**src/rtl/alu_control_seq.sv**
```systemverilog
`default_nettype none
// ============================================================================
// Module   : alu_control_seq
// Brief    : Sequential ALU control/execute unit. Decodes {alu_op, funct},
//            runs single-cycle ops, iterative MUL and bit-serial SLL, and
//            returns a registered result over a valid/ready handshake.
// Revision : 1.0 - initial release
// ============================================================================
module alu_control_seq #(
    parameter int WIDTH   = 16,
    parameter int FUNCT_W = 4,
    parameter int MUL_EN  = 1
) (
    input  logic               clk,
    input  logic               reset,
    input  logic               in_valid,
    output logic               in_ready,
    input  logic [1:0]         alu_op,
    input  logic [FUNCT_W-1:0] funct,
    input  logic [WIDTH-1:0]   a,
    input  logic [WIDTH-1:0]   b,
    output logic               out_valid,
    input  logic               out_ready,
    output logic [WIDTH-1:0]   result,
    output logic               zero,
    output logic               jr,
    output logic               illegal,
    output logic [2:0]         alu_ctrl
);

    localparam int SH_W  = $clog2(WIDTH);
    localparam int CNT_W = SH_W + 1;

    localparam logic [2:0] c_OP_ADD = 3'b000;
    localparam logic [2:0] c_OP_SUB = 3'b001;
    localparam logic [2:0] c_OP_AND = 3'b010;
    localparam logic [2:0] c_OP_OR  = 3'b011;
    localparam logic [2:0] c_OP_SLT = 3'b100;
    localparam logic [2:0] c_OP_MUL = 3'b101;
    localparam logic [2:0] c_OP_SLL = 3'b110;

    localparam logic [1:0] c_ST_IDLE = 2'd0;
    localparam logic [1:0] c_ST_EXEC = 2'd1;
    localparam logic [1:0] c_ST_DONE = 2'd2;

    localparam logic [CNT_W-1:0] c_CNT_MUL = CNT_W'(WIDTH);
    localparam logic [CNT_W-1:0] c_CNT_ONE = CNT_W'(1);

    logic [1:0]       r_state;
    logic [2:0]       r_op;
    logic [CNT_W-1:0] r_cnt;
    logic [WIDTH-1:0] r_acc;
    logic [WIDTH-1:0] r_mcand;
    logic [WIDTH-1:0] r_mplier;
    logic [WIDTH-1:0] r_result;
    logic             r_zero;
    logic             r_jr;
    logic             r_illegal;
    logic [2:0]       r_alu_ctrl;

    logic [2:0]         w_ctrl;
    logic               w_jr;
    logic               w_illegal;
    logic [FUNCT_W-1:0] w_funct_hi;
    logic [SH_W-1:0]    w_shamt;
    logic               w_multi;
    logic               w_accept;
    logic [WIDTH-1:0]   w_slt_res;
    logic [WIDTH-1:0]   w_single_res;
    logic [WIDTH-1:0]   w_acc_next;

    assign w_funct_hi = funct >> 4;
    assign w_shamt    = b[SH_W-1:0];

    always_comb begin
        w_ctrl    = c_OP_ADD;
        w_jr      = 1'b0;
        w_illegal = 1'b0;
        case (alu_op)
            2'b11: w_ctrl = c_OP_ADD;
            2'b10: w_ctrl = c_OP_SLT;
            2'b01: w_ctrl = c_OP_SUB;
            default: begin
                if (w_funct_hi != '0) begin
                    w_illegal = 1'b1;
                end else begin
                    case (funct[3:0])
                        4'd0: w_ctrl = c_OP_ADD;
                        4'd1: w_ctrl = c_OP_SUB;
                        4'd2: w_ctrl = c_OP_AND;
                        4'd3: w_ctrl = c_OP_OR;
                        4'd4: w_ctrl = c_OP_SLT;
                        4'd5: begin
                            if (MUL_EN != 0) w_ctrl    = c_OP_MUL;
                            else             w_illegal = 1'b1;
                        end
                        4'd6: w_ctrl = c_OP_SLL;
                        4'd8: w_jr   = 1'b1;
                        default: w_illegal = 1'b1;
                    endcase
                end
            end
        endcase
    end

    // Only MUL and non-zero shifts need the iterative datapath.
    assign w_multi = (w_ctrl == c_OP_MUL) || ((w_ctrl == c_OP_SLL) && (w_shamt != '0));

    assign w_slt_res = {{(WIDTH-1){1'b0}}, ($signed(a) < $signed(b))};

    always_comb begin
        w_single_res = '0;
        if (w_illegal) begin
            w_single_res = '0;
        end else if (w_jr) begin
            w_single_res = a;
        end else begin
            case (w_ctrl)
                c_OP_ADD: w_single_res = a + b;
                c_OP_SUB: w_single_res = a - b;
                c_OP_AND: w_single_res = a & b;
                c_OP_OR:  w_single_res = a | b;
                c_OP_SLT: w_single_res = w_slt_res;
                c_OP_SLL: w_single_res = a;
                default:  w_single_res = '0;
            endcase
        end
    end

    always_comb begin
        w_acc_next = r_acc << 1;
        if (r_op == c_OP_MUL) begin
            w_acc_next = r_mplier[0] ? (r_acc + r_mcand) : r_acc;
        end
    end

    assign in_ready = !reset && ((r_state == c_ST_IDLE) ||
                                 ((r_state == c_ST_DONE) && out_ready));
    assign w_accept = in_valid && in_ready;

    always_ff @(posedge clk) begin
        if (reset) begin
            r_state    <= c_ST_IDLE;
            r_op       <= c_OP_ADD;
            r_cnt      <= '0;
            r_acc      <= '0;
            r_mcand    <= '0;
            r_mplier   <= '0;
            r_result   <= '0;
            r_zero     <= 1'b0;
            r_jr       <= 1'b0;
            r_illegal  <= 1'b0;
            r_alu_ctrl <= c_OP_ADD;
        end else if (w_accept) begin
            r_op     <= w_ctrl;
            r_mcand  <= a;
            r_mplier <= b;
            if (w_multi) begin
                r_state <= c_ST_EXEC;
                if (w_ctrl == c_OP_MUL) begin
                    r_cnt <= c_CNT_MUL;
                    r_acc <= '0;
                end else begin
                    r_cnt <= {1'b0, w_shamt};
                    r_acc <= a;
                end
            end else begin
                r_state    <= c_ST_DONE;
                r_result   <= w_single_res;
                r_zero     <= (w_single_res == '0);
                r_jr       <= w_jr;
                r_illegal  <= w_illegal;
                r_alu_ctrl <= w_ctrl;
            end
        end else begin
            case (r_state)
                c_ST_EXEC: begin
                    r_cnt    <= r_cnt - c_CNT_ONE;
                    r_acc    <= w_acc_next;
                    r_mcand  <= r_mcand << 1;
                    r_mplier <= r_mplier >> 1;
                    // Output registers are only touched on the final iteration.
                    if (r_cnt == c_CNT_ONE) begin
                        r_state    <= c_ST_DONE;
                        r_result   <= w_acc_next;
                        r_zero     <= (w_acc_next == '0);
                        r_jr       <= 1'b0;
                        r_illegal  <= 1'b0;
                        r_alu_ctrl <= r_op;
                    end
                end
                c_ST_DONE: begin
                    if (out_ready) r_state <= c_ST_IDLE;
                end
                c_ST_IDLE: r_state <= c_ST_IDLE;
                default:   r_state <= c_ST_IDLE;
            endcase
        end
    end

    assign out_valid = (r_state == c_ST_DONE);
    assign result    = r_result;
    assign zero      = r_zero;
    assign jr        = r_jr;
    assign illegal   = r_illegal;
    assign alu_ctrl  = r_alu_ctrl;

endmodule
`default_nettype wire

```
**config.mk**
```make
export PLATFORM = sky130hd
export DESIGN_NAME = alu_control_seq
export DESIGN_NICKNAME = d
export VERILOG_FILES = /design/src/rtl/alu_control_seq.sv
export SDC_FILE = /design/constraint.sdc
export NUM_CORES = 1
export LEC_CHECK = 0
export BUFFER_PORTS_ARGS = -buffer_cell sky130_fd_sc_hd__buf_2
export CAP_MARGIN = 20
export CORE_ASPECT_RATIO = 1.1
export CORE_MARGIN = 5
export CORE_UTILIZATION = 60
export DETAILED_ROUTE_END_ITERATION = 8
export PLACE_DENSITY = 0.88
export SETUP_SLACK_MARGIN = 0.4
export SLEW_MARGIN = 20
export SYNTH_ARGS = -nofsm -noshare
export SYNTH_HDL_FRONTEND = slang
export SYNTH_SLANG_ARGS = --single-unit
```
**constraint.sdc**
```tcl
create_clock -name clk -period 5 [get_ports clk]
set_input_delay 0.5 -clock clk [delete_from_list [all_inputs] [get_ports clk]]
set_output_delay 0.5 -clock clk [all_outputs]
set_load 0.03 [all_outputs]
```
# Yosys cells after proc, flatten, opt, wreduce, memory -nomap -nowiden

Index checks and enable logic that the tools add are counted.

Reduce and logical (&&, ||, !) cells: 20
Eq/ne operators: 24
Mux-type cells: 46
$lt $le $gt $ge: 1
Bitwise operators: 2
Add/sub/neg operators: 4

Operators with widths:

| cell                                                                  | number |
|---|---|
| 16-bit 2-to-1 mux                                                     | 16 |
| 16-bit case mux with 6 select lines                                   | 1 |
| 16-bit adder                                                          | 2 |
| 16-bit logical NOT                                                    | 2 |
| 5-bit 2-to-1 mux                                                      | 4 |
| 3-bit case mux with 6 select lines                                    | 1 |
| 16-bit bitwise AND                                                    | 1 |
| 16-bit less-than comparator                                           | 1 |
| 16-bit OR                                                             | 1 |
| 16-bit subtractor                                                     | 1 |
| 1-bit 2-to-1 mux                                                      | 14 |
| 3-bit equality test, second input constant                            | 4 |
| 4-bit by 3-bit equality test with 1-bit output, second input constant | 3 |
| 3-bit 2-to-1 mux                                                      | 4 |
| 3-bit case mux with 3 select lines                                    | 1 |
| 4-bit by 2-bit equality test with 1-bit output, second input constant | 2 |
| 2-bit 2-to-1 mux                                                      | 4 |
| 8-bit OR reduction                                                    | 1 |
| 2-bit equality test, second input constant                            | 3 |
| 3-bit by 2-bit equality test with 1-bit output, second input constant | 2 |
| 5-bit by 1-bit equality test with 1-bit output, second input constant | 1 |
| 5-bit by 1-bit subtractor with 5-bit output, second input constant    | 1 |
| 2-bit by 1-bit equality test with 1-bit output, second input constant | 2 |
| 4-bit by 1-bit equality test with 1-bit output, second input constant | 1 |
| other kinds (17)                                                      | 24 |

Output and inout port bits: 24
Bits in registers: 80
Logic and storage cells: 108

# Longest topological paths before layout

Word-level depth: 10
Mapped depth: 14
Depth with buffers taken out: 14

# Worst setup path before layout

No wires, ideal clock.

Path type: input to register
From: input port a[0]
To: register r_zero, in the netlist zero
Setup slack: 1.521 ns
Cell stages on the path: 14
Path buffers: 0
Arrival: 3.388 ns
Cell sequence: inv_1 ha_1 inv_1 fa_1 nand2b_1 a221oi_2 o41a_1 o211a_1 a211oi_2 nand3_1 a21o_1 a2111oi_0 or4b_1 a311oi_1

Longest elaborated chain between the ends: 7

Ends and longest elaborated chain:

| item                                      | line | RTL |
|---|---|---|
| start, declared                           | 20   | `input logic [WIDTH-1:0] a,` |
| 16-bit subtractor (tied with other cells) | 120  | `c_OP_SUB: w_single_res = a - b;` |
| 16-bit case mux with 6 select lines       | 118  | `case (w_ctrl)` |
| 16-bit 2-to-1 mux *                       | 115  | `end else if (w_jr) begin` |
| 16-bit 2-to-1 mux *                       | 113  | `if (w_illegal) begin` |
| 16-bit logical NOT *                      | 170  | `r_zero <= (w_single_res == '0);` |
| 1-bit 2-to-1 mux *                        | 158  | `if (w_multi) begin` |
| 1-bit 2-to-1 mux *                        | 154  | `end else if (w_accept) begin` |
| end signal, assigned                      | 170  |  |
| end signal, assigned                      | 186  | `r_zero <= (w_acc_next == '0);` |
| end, declared                             | 56   | `logic r_zero;` |

Every way passes the cells marked *; elsewhere a longest branch is shown, timed or not. The select of a mux whose other input is x is not followed.
A chain may end at the register's enable or synchronous reset.

# Worst setup path in the final report

From: register r_acc[0]
To: register r_zero, in the netlist zero

Longest elaborated chain between the ends: 7

Ends and longest elaborated chain:

| item                   | line | RTL |
|---|---|---|
| start, declared        | 52   | `logic [WIDTH-1:0] r_acc;` |
| start signal, assigned | 179  | `r_acc <= w_acc_next;` |
| 16-bit adder           | 133  | `w_acc_next = r_mplier[0] ? (r_acc + r_mcand) : r_acc;` |
| 16-bit 2-to-1 mux      | 133  |  |
| 16-bit 2-to-1 mux *    | 132  | `if (r_op == c_OP_MUL) begin` |
| 16-bit logical NOT *   | 186  |  |
| 1-bit 2-to-1 mux *     | 183  | `if (r_cnt == c_CNT_ONE) begin` |
| 1-bit 2-to-1 mux *     | 176  | `case (r_state)` |
| 1-bit 2-to-1 mux *     | 154  |  |

Marked as above.

==> run metrics <==
Adder-Cell Fraction of Synth Area=12.9%; Syn Nets=1098; gpl congestion=1.02; Tcrit/Tclk final=76.5%; WHS Endpoint=r_mplier[15]; Hold Violations, Final=0; CTS Buf Count=9; Core ar.=11900 µm²; Ys Warns=0; most frequent CP cell=or4_1; fin util=66.5%; Total Negative Setup Slacks=0 ns; top cells by area, synth=dfxtp_1 22%, ha_1 12%, a21oi_1 7.3%; residual DRC count=0; Tmin final=3.82 ns; Synth Area in Compound Gates=33.8%; clk buf depth=2; WL final=24.3 mm; main flop type after synthesis=dfxtp_1; Hold Startpoint=b[15]; Final ANT Viol Nets=0; cell taking the most area after synthesis=dfxtp_1; gr ovfl total=0; Row Count=42; I/O Pins=66; HP Class=in -> reg; CP Data Required Time=5.27 ns; asr flop ratio synth=0%; WL/cell=20.8 µm; Post-CTS Setup Inserts=0; Clk pin slew, worst setup/hold paths=0.07 ns; worst-case vdd ir drop=0.183 mV; fraction of layout cells with a size suffix above 1=12.8%; post-synthesis xor/xnor area fraction=2.42%; Clock Skews=0.00948 ns; largest net degree at the start of global routing=81; Die W=115 µm; Die ar.=14400 µm²; Area Overhead vs Synth=9.62%; post-synthesis average cell area=7.36 µm²; CTS resizes=0; Overall Power=0.00200 W; first drt pass iteration count=5; Power Density=253 nW/µm²; global-route wire length before repair=38.3 mm; synthesized instance count=983; GRT Util Overall=33.1%; R2R depth=13; reg2reg setup slack=1.18 ns; vias in the first global route=7356; DR iter-0 viols=870; Hold Path Stages=3; vias=7992; Initial Util=60.6%; DP Worst Slack=1.04 ns; fmax=261 MHz; RSZ-0062 raised after global routing=no; CP Cell Sequence=ha_1 > inv_1 > fa_1 > nor2b_1 > nor3_1 > a21oi_1 > o21ai_1 > or4_1 > nor4_1 > nand3_1 > or4_1 > or4_1 > a311oi_1; I/O Buffers=65; clock root buffer=clkbuf_16; CP Capture Type=flip-flop; H-tree levels=3; CTS tree=done; Crit Path Max Fanout=4; Synth Area in Simple Gates=20.6%; dpl hpwl=17.8 mm; RR Startpoint=r_acc[0]; Sink Count=80; worst flop-to-flop path endpoint=zero; Worst setup SP type=flip-flop; CP Class=reg -> reg; share of the synthesized area in the top cell type=22.1%; slew margin rel.=26.5%; Worst Tran Pin Value=1.10 ns; post-synthesis sequential area ratio=22.1%; commonest non-fill, non-tap cells in the layout=105 x a21oi_1, 97 x nor2_1, 94 x nand2_1; hold buffer count at CTS=0; ANT cells=0; Vias/cell=6.83; most common cell after layout, fill and taps aside=a21oi_1; slowest CP cell=or4_1; slowest cell delay on critical path=0.53 ns; WP data arrival=4.09 ns; Cell variety after synth=81; status=finished clean; Leak=3.29 nW; Min Hold Slack=0.408 ns; initial antenna violation count=1; final setup margin=1.18 ns; worst-skew pair later-pin latency=0.36 ns; Seq cells post-synth=80; Max Cap Viol=0; Syn Std Cell Area=7230 µm²; Setup-failing EPs final=0; Post-synth EDFFs=0; largest family of logic cells by synthesized area=compound AO/OA/AOI/OAI gates; fraction of synthesized area in multiplexers=1.14%; Final Max Slew Viols=0; Die H=125 µm; # nets final=1126
## cell usage after synthesis, drive strengths merged, types with 7 or more instances
| library cell | count |
|---|---|
| dfxtp | 80 |
| a221oi | 10 |
| a31oi | 11 |
| xor2 | 7 |
| a22oi | 32 |
| a21oi | 107 |
| o21ai | 49 |
| nand2 | 94 |
| o2111ai | 7 |
| xnor2 | 13 |
| nor2b | 8 |
| buf | 16 |
| o211ai | 14 |
| nor2 | 99 |
| a211oi | 35 |
| and3 | 7 |
| ha | 70 |
| or3 | 7 |
| nand3 | 32 |
| a311oi | 7 |
| a21o | 9 |
| and2 | 9 |
| o21bai | 8 |
| inv | 62 |
| nor4 | 7 |
| o221ai | 8 |
| nor3 | 31 |
| clkbuf | 48 |
## power by group
| part | internal, W | leakage [nW] | switching [W] |
|---|---|---|---|
| Clock | 0.000399 | 0.152 | 0.000314 |
| Combinational | 0.000210 | 2.49 | 0.000385 |
| Sequential | 0.000670 | 0.652 | 0.0000249 |
## sequential cells by signal, summed over array words and instances, names as in the netlist
register and cells:
r_state 2, jr 1, illegal 1, alu_ctrl 3
result 16, r_acc 16, zero 1, r_mplier 16
r_cnt 5, r_op 3, r_mcand 16
## per-layer routing
| metal | vias to the layer above | track usage (%) | part of all wire, % |
|---|---|---|---|
| met5 | - | 0 | 0.053 |
| met4 | 2 | 14.9 | 4.3 |
| li1 | 3666 | - | - |
| met3 | 90 | 7.30 | 11 |
| met1 | 3716 | 42.1 | 38 |
| met2 | 518 | 53.3 | 47 |
## area by class of cell
class	instances	area (µm²)
fill	1053	4000
clock buffer	9	225
tap	154	193
multi-input combinational	777	5140
sequential	80	1600
inverter	62	233
clock inverter	7	88.8
timing repair buffer	81	445
## worst max-delay path, delay by kind of cell (launching register included)
kind	cells	cell delay [ns]
flops	1	0.37
compound gates	3	0.49
fa+ha+maj	2	0.58
simple gates	7	2.23
buf+inv	1	0.06
## cells by family after synthesis
| logic type | count (synthesis) |
|---|---|
| AOI/OAI and AO/OA | 355 |
| xor gates and xnor gates | 20 |
| adders and majority gates | 73 |
| buffers and inverters | 126 |
| DFF | 80 |
| muxes | 8 |
| and+or+nand+nor | 321 |
## worst max-delay path by stage
stage                     slack, ns  depth (start not counted)   end  startpoint
after floorplan                1.52                         14  zero        a[0]
after global placement         1.15                         15  zero        a[0]
after detailed placement       1.04                         15  zero        a[0]
after CTS                      1.23                         13  zero    r_acc[0]
after global routing           1.00                         13  zero    r_acc[0]
final                          1.18                         13  zero    r_acc[0]
## per-stage QoR
step	instances	area, µm²
6_report	1170	7930
5_1_grt	1170	7930
4_1_cts	1170	7930
3_5_place_dp	1154	7610
3_3_place_gp	1154	7610
2_1_floorplan	983	7230
(Power assumes the default switching activity.)
